## src/rtl/timed_value_driver_pkg.sv

```systemverilog
`default_nettype none
// ============================================================================
// Module      : tvd_pkg
// Description : Shared types and sizing constants for timed_value_driver.
//               Holds the controller state encoding and the schedule entry
//               layout at the default block configuration.
// Revision    : 1.0 - initial release
// ============================================================================
package tvd_pkg;

  // Default configuration of the driver; the modules take their own
  // parameters and derive local widths from them.
  localparam int TVD_WIDTH = 32;
  localparam int TVD_DEPTH = 8;
  localparam int TVD_DLY_W = 8;

  localparam int CNT_W = $clog2(TVD_DEPTH + 1);
  localparam int IDX_W = $clog2(TVD_DEPTH);

  typedef enum logic [0:0] {
    IDLE = 1'b0,
    RUN  = 1'b1
  } tvd_state_e;

  // One schedule entry: wait 'delay' idle cycles, then assign 'value'.
  typedef struct packed {
    logic [TVD_DLY_W-1:0] delay;
    logic [TVD_WIDTH-1:0] value;
  } tvd_entry_t;

endpackage
`default_nettype wire

```

## src/rtl/timed_value_driver_if.sv

```systemverilog
`default_nettype none
// ============================================================================
// Module      : timed_value_driver_if
// Description : Loader / control / value-bus bundle of timed_value_driver.
//               master : loader or testbench side (offers entries, controls)
//               slave  : the driver itself
//   load_valid/load_ready/load_delay/load_value : schedule entry handshake
//   clear/start/abort                           : control strobes
//   value/value_upd/busy/done/count             : driven bus and status
// Revision    : 1.0 - initial release
// ============================================================================
interface timed_value_driver_if #(
  parameter int WIDTH = 32,
  parameter int DEPTH = 8,
  parameter int DLY_W = 8
);

  logic                           load_valid;
  logic                           load_ready;
  logic [DLY_W-1:0]               load_delay;
  logic [WIDTH-1:0]               load_value;
  logic                           clear;
  logic                           start;
  logic                           abort;
  logic [WIDTH-1:0]               value;
  logic                           value_upd;
  logic                           busy;
  logic                           done;
  logic [$clog2(DEPTH+1)-1:0]     count;

  modport master (
    output load_valid, load_delay, load_value, clear, start, abort,
    input  load_ready, value, value_upd, busy, done, count
  );

  modport slave (
    input  load_valid, load_delay, load_value, clear, start, abort,
    output load_ready, value, value_upd, busy, done, count
  );

endinterface
`default_nettype wire

```

## src/rtl/timed_value_driver_table.sv

```systemverilog
`default_nettype none
// ============================================================================
// Module      : tvd_table
// Description : DEPTH-entry schedule register file. One synchronous write
//               port, two combinational read ports: port A returns the value
//               of the entry being fired, port B the delay of the entry that
//               arms the timer next. Storage has no reset.
//   clk              : write clock
//   we/waddr         : write strobe and address
//   wdelay/wvalue    : entry written
//   raddr_a/rvalue   : value read port
//   raddr_b/rdelay   : delay read port
// Revision    : 1.0 - initial release
// ============================================================================
module tvd_table #(
  parameter int WIDTH = 32,
  parameter int DLY_W = 8,
  parameter int DEPTH = 8,
  parameter int IDX_W = 3
) (
  input  wire logic             clk,
  input  wire logic             we,
  input  wire logic [IDX_W-1:0] waddr,
  input  wire logic [DLY_W-1:0] wdelay,
  input  wire logic [WIDTH-1:0] wvalue,
  input  wire logic [IDX_W-1:0] raddr_a,
  output logic      [WIDTH-1:0] rvalue,
  input  wire logic [IDX_W-1:0] raddr_b,
  output logic      [DLY_W-1:0] rdelay
);

  logic [DLY_W-1:0] r_delay_mem [DEPTH];
  logic [WIDTH-1:0] r_value_mem [DEPTH];

  always_ff @(posedge clk) begin
    if (we) begin
      r_delay_mem[waddr] <= wdelay;
      r_value_mem[waddr] <= wvalue;
    end
  end

  assign rvalue = r_value_mem[raddr_a];
  assign rdelay = r_delay_mem[raddr_b];

endmodule
`default_nettype wire

```

## src/rtl/timed_value_driver.sv

```systemverilog
`default_nettype none
// ============================================================================
// Module      : timed_value_driver
// Description : Scripted writer for a shared value bus. A table of
//               (delay, value) entries is loaded while idle and replayed on
//               start: each entry waits 'delay' cycles, then drives 'value'
//               with a one-cycle value_upd pulse. done pulses with the last
//               assignment. abort stops playback without firing.
//   clk   : rising-edge clock
//   rst_n : asynchronous active-low reset
//   bus   : loader handshake, control strobes, value bus and status
// Revision    : 1.0 - initial release
// ============================================================================
module timed_value_driver
  import tvd_pkg::*;
#(
  parameter int WIDTH = 32,
  parameter int DEPTH = 8,
  parameter int DLY_W = 8
) (
  input wire logic             clk,
  input wire logic             rst_n,
  timed_value_driver_if.slave  bus
);

  localparam int C_CNT_W = $clog2(DEPTH + 1);
  localparam int C_IDX_W = (DEPTH > 1) ? $clog2(DEPTH) : 1;

  tvd_state_e         r_state;
  tvd_state_e         w_state_nxt;
  logic [C_CNT_W-1:0] r_count;
  logic [C_IDX_W-1:0] r_idx;
  logic [DLY_W-1:0]   r_timer;
  logic [WIDTH-1:0]   r_value;
  logic               r_upd;
  logic               r_done;

  logic [C_IDX_W-1:0] w_rdb_idx;
  logic [DLY_W-1:0]   w_rd_delay;
  logic [WIDTH-1:0]   w_rd_value;
  logic               w_start_ok;
  logic               w_last;
  logic               w_load_ready;
  logic               w_load_fire;
  logic               w_busy;

  // clear outranks start, and an empty table cannot be started.
  assign w_start_ok  = bus.start && !bus.clear && (r_count != '0);
  assign w_last      = ((C_CNT_W'(r_idx) + C_CNT_W'(1)) == r_count);
  assign w_load_fire = bus.load_valid && w_load_ready;

  // Port B feeds the timer: entry 0 when starting, the following entry
  // while running. It is only consumed when idx+1 < count.
  assign w_rdb_idx = (r_state == RUN) ? (r_idx + C_IDX_W'(1)) : '0;

  tvd_table #(
    .WIDTH (WIDTH),
    .DLY_W (DLY_W),
    .DEPTH (DEPTH),
    .IDX_W (C_IDX_W)
  ) u_table (
    .clk     (clk),
    .we      (w_load_fire),
    .waddr   (r_count[C_IDX_W-1:0]),
    .wdelay  (bus.load_delay),
    .wvalue  (bus.load_value),
    .raddr_a (r_idx),
    .rvalue  (w_rd_value),
    .raddr_b (w_rdb_idx),
    .rdelay  (w_rd_delay)
  );

  // State register
  always_ff @(posedge clk or negedge rst_n) begin
    if (!rst_n) begin
      r_state <= IDLE;
    end else begin
      r_state <= w_state_nxt;
    end
  end

  // Next-state logic; abort wins over a fire due in the same cycle.
  always_comb begin
    w_state_nxt = r_state;
    case (r_state)
      IDLE: begin
        if (w_start_ok) begin
          w_state_nxt = RUN;
        end
      end
      RUN: begin
        if (bus.abort) begin
          w_state_nxt = IDLE;
        end else if ((r_timer == '0) && w_last) begin
          w_state_nxt = IDLE;
        end
      end
      default: w_state_nxt = IDLE;
    endcase
  end

  // State-decoded outputs
  always_comb begin
    w_busy       = (r_state == RUN);
    w_load_ready = (r_state == IDLE) && (r_count < C_CNT_W'(DEPTH)) &&
                   !bus.start && !bus.clear;
  end

  // Counters, timer and registered bus outputs
  always_ff @(posedge clk or negedge rst_n) begin
    if (!rst_n) begin
      r_count <= '0;
      r_idx   <= '0;
      r_timer <= '0;
      r_value <= '0;
      r_upd   <= 1'b0;
      r_done  <= 1'b0;
    end else begin
      r_upd  <= 1'b0;
      r_done <= 1'b0;
      if (r_state == IDLE) begin
        if (bus.clear) begin
          r_count <= '0;
        end else if (w_start_ok) begin
          r_idx   <= '0;
          r_timer <= w_rd_delay;
        end else if (w_load_fire) begin
          r_count <= r_count + C_CNT_W'(1);
        end
      end else begin
        if (bus.abort) begin
          r_idx <= '0;
        end else if (r_timer != '0) begin
          r_timer <= r_timer - DLY_W'(1);
        end else begin
          r_value <= w_rd_value;
          r_upd   <= 1'b1;
          if (w_last) begin
            r_done <= 1'b1;
            r_idx  <= '0;
          end else begin
            r_idx   <= r_idx + C_IDX_W'(1);
            r_timer <= w_rd_delay;
          end
        end
      end
    end
  end

  assign bus.load_ready = w_load_ready;
  assign bus.value      = r_value;
  assign bus.value_upd  = r_upd;
  assign bus.busy       = w_busy;
  assign bus.done       = r_done;
  assign bus.count      = r_count;

endmodule
`default_nettype wire

```

## src/flat_wrapper.sv

```systemverilog
// flat-port wrapper written by rule: the top's interface ports become plain ports
module timed_value_driver_flat import tvd_pkg::*;
#(
  parameter int WIDTH = 32,
  parameter int DEPTH = 8,
  parameter int DLY_W = 8
)
  (clk, rst_n, bus_load_valid, bus_load_delay, bus_load_value, bus_clear, bus_start, bus_abort, bus_load_ready, bus_value, bus_value_upd, bus_busy, bus_done, bus_count);
  timed_value_driver_if #(.WIDTH(WIDTH), .DEPTH(DEPTH), .DLY_W(DLY_W)) bus_i ();
  input wire logic clk;
  input wire logic rst_n;
  input wire logic [$bits(bus_i.load_valid)-1:0] bus_load_valid;
  input wire logic [$bits(bus_i.load_delay)-1:0] bus_load_delay;
  input wire logic [$bits(bus_i.load_value)-1:0] bus_load_value;
  input wire logic [$bits(bus_i.clear)-1:0] bus_clear;
  input wire logic [$bits(bus_i.start)-1:0] bus_start;
  input wire logic [$bits(bus_i.abort)-1:0] bus_abort;
  output wire logic [$bits(bus_i.load_ready)-1:0] bus_load_ready;
  output wire logic [$bits(bus_i.value)-1:0] bus_value;
  output wire logic [$bits(bus_i.value_upd)-1:0] bus_value_upd;
  output wire logic [$bits(bus_i.busy)-1:0] bus_busy;
  output wire logic [$bits(bus_i.done)-1:0] bus_done;
  output wire logic [$bits(bus_i.count)-1:0] bus_count;
  assign bus_i.load_valid = bus_load_valid;
  assign bus_i.load_delay = bus_load_delay;
  assign bus_i.load_value = bus_load_value;
  assign bus_i.clear = bus_clear;
  assign bus_i.start = bus_start;
  assign bus_i.abort = bus_abort;
  assign bus_load_ready = bus_i.load_ready;
  assign bus_value = bus_i.value;
  assign bus_value_upd = bus_i.value_upd;
  assign bus_busy = bus_i.busy;
  assign bus_done = bus_i.done;
  assign bus_count = bus_i.count;
  timed_value_driver #(.WIDTH(WIDTH), .DEPTH(DEPTH), .DLY_W(DLY_W)) u_core (.clk(clk), .rst_n(rst_n), .bus(bus_i));
endmodule
```

## config.mk

```make
export PLATFORM = sky130hd
export DESIGN_NAME = timed_value_driver_flat
export DESIGN_NICKNAME = d
export VERILOG_FILES = /design/src/rtl/timed_value_driver_pkg.sv /design/src/rtl/timed_value_driver_if.sv /design/src/rtl/timed_value_driver_table.sv /design/src/rtl/timed_value_driver.sv /design/src/flat_wrapper.sv
export SDC_FILE = /design/constraint.sdc
export NUM_CORES = 1
export LEC_CHECK = 0
export BUFFER_PORTS_ARGS = -buffer_cell sky130_fd_sc_hd__buf_2
export CAP_MARGIN = 20
export CORE_AREA = 2 2 227 162
export DETAILED_ROUTE_END_ITERATION = 10
export DIE_AREA = 0 0 229 164
export RECOVER_POWER = 50
export SETUP_SLACK_MARGIN = 0.3
export SLEW_MARGIN = 10
export SYNTH_ARGS = -nofsm -noshare
export SYNTH_HDL_FRONTEND = slang
export SYNTH_SLANG_ARGS = --single-unit
```

## constraint.sdc

```tcl
create_clock -name clk -period 5.05 [get_ports clk]
set_clock_uncertainty 0.15 [all_clocks]
set_input_delay 0.505 -clock clk [delete_from_list [all_inputs] [get_ports clk]]
set_output_delay 0.505 -clock clk [all_outputs]
set_load 0.02 [all_outputs]
```

## Yosys cells after proc, flatten, opt, wreduce, memory -nomap -nowiden

Memories as Yosys holds them, arrays and structs flattened. A register that Yosys moved wholly into a read port is not among the register bits.
Cells that the tools add are included.

- Add/subtract/negate cells: 4
- Order comparisons: 1
- Equal/unequal tests: 6
- Muxes and demuxes: 29
- Bitwise logic cells: 3
- Reductions and logical operators: 19

Operator list:

| operator | count |
|---|---|
| 8-bit two-way mux | 6 |
| 3-bit two-way mux | 7 |
| 1-bit two-way mux | 12 |
| 4-bit two-way mux | 3 |
| 3-bit AND reduction | 3 |
| 8-bit zero test | 1 |
| 8-bit nonzero test | 1 |
| 8-bit by 1-bit subtractor with 8-bit output, second input constant | 1 |
| 1-bit logical AND | 7 |
| 3-bit inequality test, second input constant | 2 |
| 3-bit by 1-bit adder with 4-bit output, second input constant | 1 |
| 4-bit by 1-bit adder with 4-bit output, second input constant | 1 |
| 4-bit equality test | 1 |
| 4-bit less-than comparator, second input constant | 1 |
| 2-bit inequality test, second input constant | 2 |
| 4-bit AND reduction | 1 |
| 2-bit nonzero test | 2 |
| 4-bit nonzero test | 1 |
| 3-bit by 1-bit adder with 3-bit output, second input constant | 1 |
| 1-bit zero test | 3 |
| 1-bit inverter | 3 |
| 2-bit by 1-bit inequality test with 1-bit output, second input constant | 1 |
| 1-bit one-hot mux with 2 select lines | 1 |

- Register bits after elaboration: 18
- RAM bits: 320
- Input port bits: 46
- Output and inout bits: 40
- Word-level logic and storage cells: 70
- Memories kept: 2

Memories:

| name | words | width | rd ports | clocked after Yosys merged registers in | write ports | RTL line | RTL |
|---|---|---|---|---|---|---|---|
| u_core.u_table.r_value_mem | 8 | 32 | 1 | 1 | 1 | timed_value_driver_table.sv:33 | `logic [WIDTH-1:0] r_value_mem [DEPTH];` |
| u_core.u_table.r_delay_mem | 8 | 8 | 1 | 0 | 1 | timed_value_driver_table.sv:32 | `logic [DLY_W-1:0] r_delay_mem [DEPTH];` |

## Logic depth before layout (Yosys ltp)

- Word-level depth: 8
- Gate-level depth with buffers: 8
- Gate-level depth less buffers: 8

## Modules after synthesis

From an unflattened synthesis, not the netlist that was laid out.

- Cell total of the unflattened synthesis: 673
- Area total of the unflattened synthesis: 14826.7 um2

By module, submodules not included:

| module | times used | cells an instance | area each (um2) | sequential area each (um2) |
|---|---|---|---|---|
| tvd_table | 1 | 476 | 12320.6 | 9609.2 |
| timed_value_driver | 1 | 197 | 2506.2 | 1251.2 |

## Least setup slack after synthesis

No wires, ideal clock.

- Path kind: flip-flop to flip-flop
- Start point: register u_core.r_count[3] (netlist: u_core.bus.count[3])
- End point: memory u_core.u_table.r_delay_mem[1][0], enable pin
- Library setup time: 0.487 ns
- Arrival: 4.429 ns
- Data required time: 4.413 ns
- Path slack: -0.016 ns
- Cell stages (with the launch flop): 5
- Buffers on the path: 0
- Clock period less this slack: 5.066 ns
- Cells stage by stage: dfrtp_1 nor4_1 and2_1 nand2_1 nor3_1

- Longest elaborated chain between the ends: 7

RTL lines:

| item | RTL line | RTL |
|---|---|---|
| from (decl) | timed_value_driver.sv:31 | `logic [C_CNT_W-1:0] r_count;` |
| from (signal assigned) | timed_value_driver.sv:128 | `r_count <= r_count + C_CNT_W'(1);` |
| 4-bit less-than comparator | timed_value_driver.sv:105 | `w_load_ready = (r_state == IDLE) && (r_count < C_CNT_W'(DEPTH)) &&` |
| 1-bit logical AND (2 in a row) | timed_value_driver.sv:105 |  |
| 1-bit logical AND | timed_value_driver.sv:106 | `!bus.start && !bus.clear;` |
| net bus_load_ready | flat_wrapper.sv:18 | `output wire logic [$bits(bus_i.load_ready)-1:0] bus_load_ready;` |
| 1-bit logical AND | timed_value_driver.sv:50 | `assign w_load_fire = bus.load_valid && w_load_ready;` |
| 1-bit two-way mux | timed_value_driver_table.sv:36 | `if (we) begin` |
| 1-bit two-way mux (not written as such) | timed_value_driver_table.sv:37 | `r_delay_mem[waddr] <= wdelay;` |
| to (decl) | timed_value_driver_table.sv:32 |  |

The timed path passes the listed nets, and every way through them passes these cells.

## Final worst setup path

- Start point: register u_core.r_idx[0]
- End point: register u_core.r_timer[2]

- Longest elaborated chain between the ends: 7
- Elaborated cells on any way between the ends: 13
- Those cells by class: 2 x add/sub; 2 x eq/ne; 7 x mux; 1 x reduce/logical; 1 x memory

RTL lines:

| item | RTL line | RTL |
|---|---|---|
| from (decl) | timed_value_driver.sv:32 | `logic [C_IDX_W-1:0] r_idx;` |
| from (signal assigned) | timed_value_driver.sv:142 | `r_idx <= r_idx + C_IDX_W'(1);` |
| 3-bit by 1-bit adder with 3-bit output | timed_value_driver.sv:54 | `assign w_rdb_idx = (r_state == RUN) ? (r_idx + C_IDX_W'(1)) : '0;` |
| 3-bit two-way mux | timed_value_driver.sv:54 |  |
| memory read 8 x 8 bit | n/a |  |
| 8-bit two-way mux | timed_value_driver.sv:138 | `if (w_last) begin` |
| 8-bit two-way mux | timed_value_driver.sv:133 | `end else if (r_timer != '0) begin` |
| 8-bit two-way mux | timed_value_driver.sv:131 | `if (bus.abort) begin` |
| 8-bit two-way mux | timed_value_driver.sv:121 | `if (r_state == IDLE) begin` |
| to (signal assigned) | timed_value_driver.sv:126 | `r_timer <= w_rd_delay;` |
| to (signal assigned) | timed_value_driver.sv:134 | `r_timer <= r_timer - DLY_W'(1);` |
| to (signal assigned) | timed_value_driver.sv:143 | `r_timer <= w_rd_delay;` |
| to (decl) | timed_value_driver.sv:33 | `logic [DLY_W-1:0] r_timer;` |

Several ways; a longest one is shown, not always the timed one. The select of a mux whose other input is x is not followed.
A chain may end at the register's enable or synchronous reset.

==> reports/summary.txt <==
Outcome: finished clean
CTS clk-pin slew, worst paths: 60 ps
Detailed-route vias per instance: 5.27
Pin count of the biggest net entering global routing: 68
Fin crit share: 63.7%
Count leader, synth: edfxtp_1
Sequential area share after synthesis: 75.5%
Layout cells sized above 1: 20.2%
Pwr Total: 7100 uW
Routed len/inst: 22.4 um
DRC: 0
Setup bufs post-CTS: 0
Ys async rst share: 13.5%
Pre-antenna DRT Iters: 5
Setup WS pre-CTS: 1660 ps
Detailed placement HPWL: 17700 um
TritonCTS Buffers: 36
Rows: 58
Final instance area: 16500 um^2
Met2 wire len: 13200 um
Area of the multi-input gates: 3380 um^2
VDD IR-drop max: 0.288 mV
Crit end category: flop
Wirelength, routed: 30500 um
Post-Synthesis Cells: 751
FF+latch count, synth: 370
Crit path kind: reg2reg
Max cap viols: 0
Antenna Nets Post-Route: 0
CTS tree: built
Routed met1 length: 15300 um
Slew Viols, Final: 0
Initial DRC Count: 545
Gpl congestion: 0.828
Crit path time final: 3220 ps
Sequential Area: 10900 um^2
Number of synthesized flops with an enable pin: 320
Synth cell count leaders: edfxtp_1, mux4_2, nand2_1
Critical Path RT: 5310 ps
Fill count: 3079
Leak: 0.00532 uW
Vias in the first global route: 7421
Die width: 229 um
Dominant cell type by area after synthesis: edfxtp_1
GRT overflow: 0
Clock Latency Late Sink: 530 ps
Yosys warnings: 0
Antenna fix cells: 0
Hold Violations, Final: 0
Post-synth top area share: 66.8%
Mean Syn Cell Area: 19.2 um^2
Yosys cell types: 58
Top Metal Used: met5
Routed vias: 7187
Post-cts resize count: 0
Die ar.: 37600 um^2
Post-synth top flop: edfxtp_1
Setup TNS: 0 ps
Core Area: 35400 um^2
Setup violators final: 0
Placed cell areas: 15400 um^2
Setup WS post-layout: 1830 ps
Root Buffer Master: clkbuf_16
RSZ-0062 raised after global routing: no
Starting Density: 40.6%
Placed insts: 1295
Die Ht: 164 um
Final Non-Filler Cells: 1363
CP max FO: 28
CTS Hold Buffers Added: 1
# clock sinks: 370
Fmax: 311 MHz
CP startpoint kind: flop
Arrival @ worst endpoint: 3470 ps
DR WL met3: 1570 um
Mapped Nets: 802
First-pass GRT wire length: 47000 um
Clock Path Buffers: 3
I/O pin count: 86
All-Layer GR Usage: 16.8%
Synth area leaders: edfxtp_1, mux4_2, dfrtp_1, mux2i_1, nand2_1
Worst min-delay path category: in2reg
I/O Buffers: 85
Cell area after synthesis: 14400 um^2
Nets: 907
H-tree levels: 2
Headroom to the max-slew limit: 6.18%
Area delta synth->final: 15.0%
Power Dens Cells: 429 nW/um^2
Worst-Margin Slew: 1410 ps
Initial antenna violation count: 2
## cell families (layout without fill, tap and decap cells)
kind of cell,after synthesis,after routing,share of synthesized area [%]
buffers and inverters,46,178,1.50
and+or+nand+nor,120,120,4.11
adders and majority gates,5,5,0.435
AOI/OAI and AO/OA,91,91,4.10
xor gates and xnor gates,5,5,0.435
muxes,114,114,13.9
DFF,370,370,75.5
## layout by cell type, fill, tap and decap left out, types with 3 or more instances in the layout
master     netlist  final
a211oi_1         5      5
a21oi_1          6      6
a31oi_1         14     14
and2_1           5      5
and3_1           4      4
buf_12           0      3
buf_2           17     16
buf_4            2     16
clkbuf_1        13     83
clkbuf_16        0     36
clkbuf_8         0      5
clkinv_2         0      4
dfrtp_1         50     47
edfxtp_1       320    320
ha_1             5      5
inv_1            8      8
mux2_2           8      8
mux2i_1         38     38
mux4_2          67     67
nand2_1         59     59
nand2b_1         6      6
nand3_1          8      8
nand4_1          7      7
nor2_1          12      6
nor2_4           0      6
nor2b_1          4      4
o2111ai_1        3      3
o211a_1          3      3
o211ai_1         4      4
o21ai_0         37     37
## area by class of cell
type | instances | share of cell area (%)
clock buffers | 55 | 6.18
repair buffers | 105 | 3.20
clock inverters | 10 | 0.681
well taps | 480 | 3.63
multi-input cells | 335 | 20.4
inverters | 8 | 0.182
flip-flops and latches | 370 | 65.7
## path summary, 6_finish.rpt
check,start,to,slack (ps),depth (start not counted)
hold / removal,bus_clear,u_core.bus.count[2]$_DFFE_PN0P_,70,2
hold reg to reg,u_core.bus.value[11]$_DFFE_PN0P_,u_core.bus.value[11]$_DFFE_PN0P_,330,2
min in group asynchronous,rst_n,u_core.bus.count[2]$_DFFE_PN0P_,680,2
max in group asynchronous,rst_n,u_core.r_idx[0]$_DFFE_PN0P_,2790,3
setup reg to reg,u_core.r_idx[0]$_DFFE_PN0P_,u_core.r_timer[2]$_DFFE_PN0P_,1830,6
setup / recovery,u_core.r_idx[0]$_DFFE_PN0P_,u_core.r_timer[2]$_DFFE_PN0P_,1830,6
## state kept, by name, indices dropped and copies added (netlist names)
register                    count
u_core.u_table.r_value_mem    256
u_core.bus.busy                 1
u_core.bus.count                4
u_core.u_table.r_delay_mem     64
u_core.bus.value_upd            1
u_core.r_idx                    3
u_core.bus.value               32
u_core.bus.done                 1
u_core.r_timer                  8
## layer usage
metal  global-route usage (%)  vias up
li1                         -     3231
met1                     25.9     3735
met2                     24.5      178
met3                     3.49       39
met4                     3.54        4
met5                        0        -
## critical path: stages (launching register included)
cell,delay (ps)
dfrtp_4,800
ha_1,390
xor2_4,540
and2_4,330
mux4_1,350
and3_1,210
o32a_1,320
## power by group
group | leakage [uW] | internal (uW) | switching [uW]
sequential | 0.00355 | 3430 | 104
combinational | 0.00122 | 398 | 548
clock | 0.000555 | 1500 | 1110
## stage by stage
| step | hold slack [ps] | utilization [%] |
|---|---|---|
| 2_1_floorplan | 59.4 | - |
| 3_3_place_gp | 307 | 43.6 |
| 3_5_place_dp | 315 | 43.6 |
| 4_1_cts | 61.3 | 46.8 |
| 5_1_grt | 89.5 | 46.7 |
| 6_report | 72.1 | 46.7 |
Power figures use the tool's default switching activity.
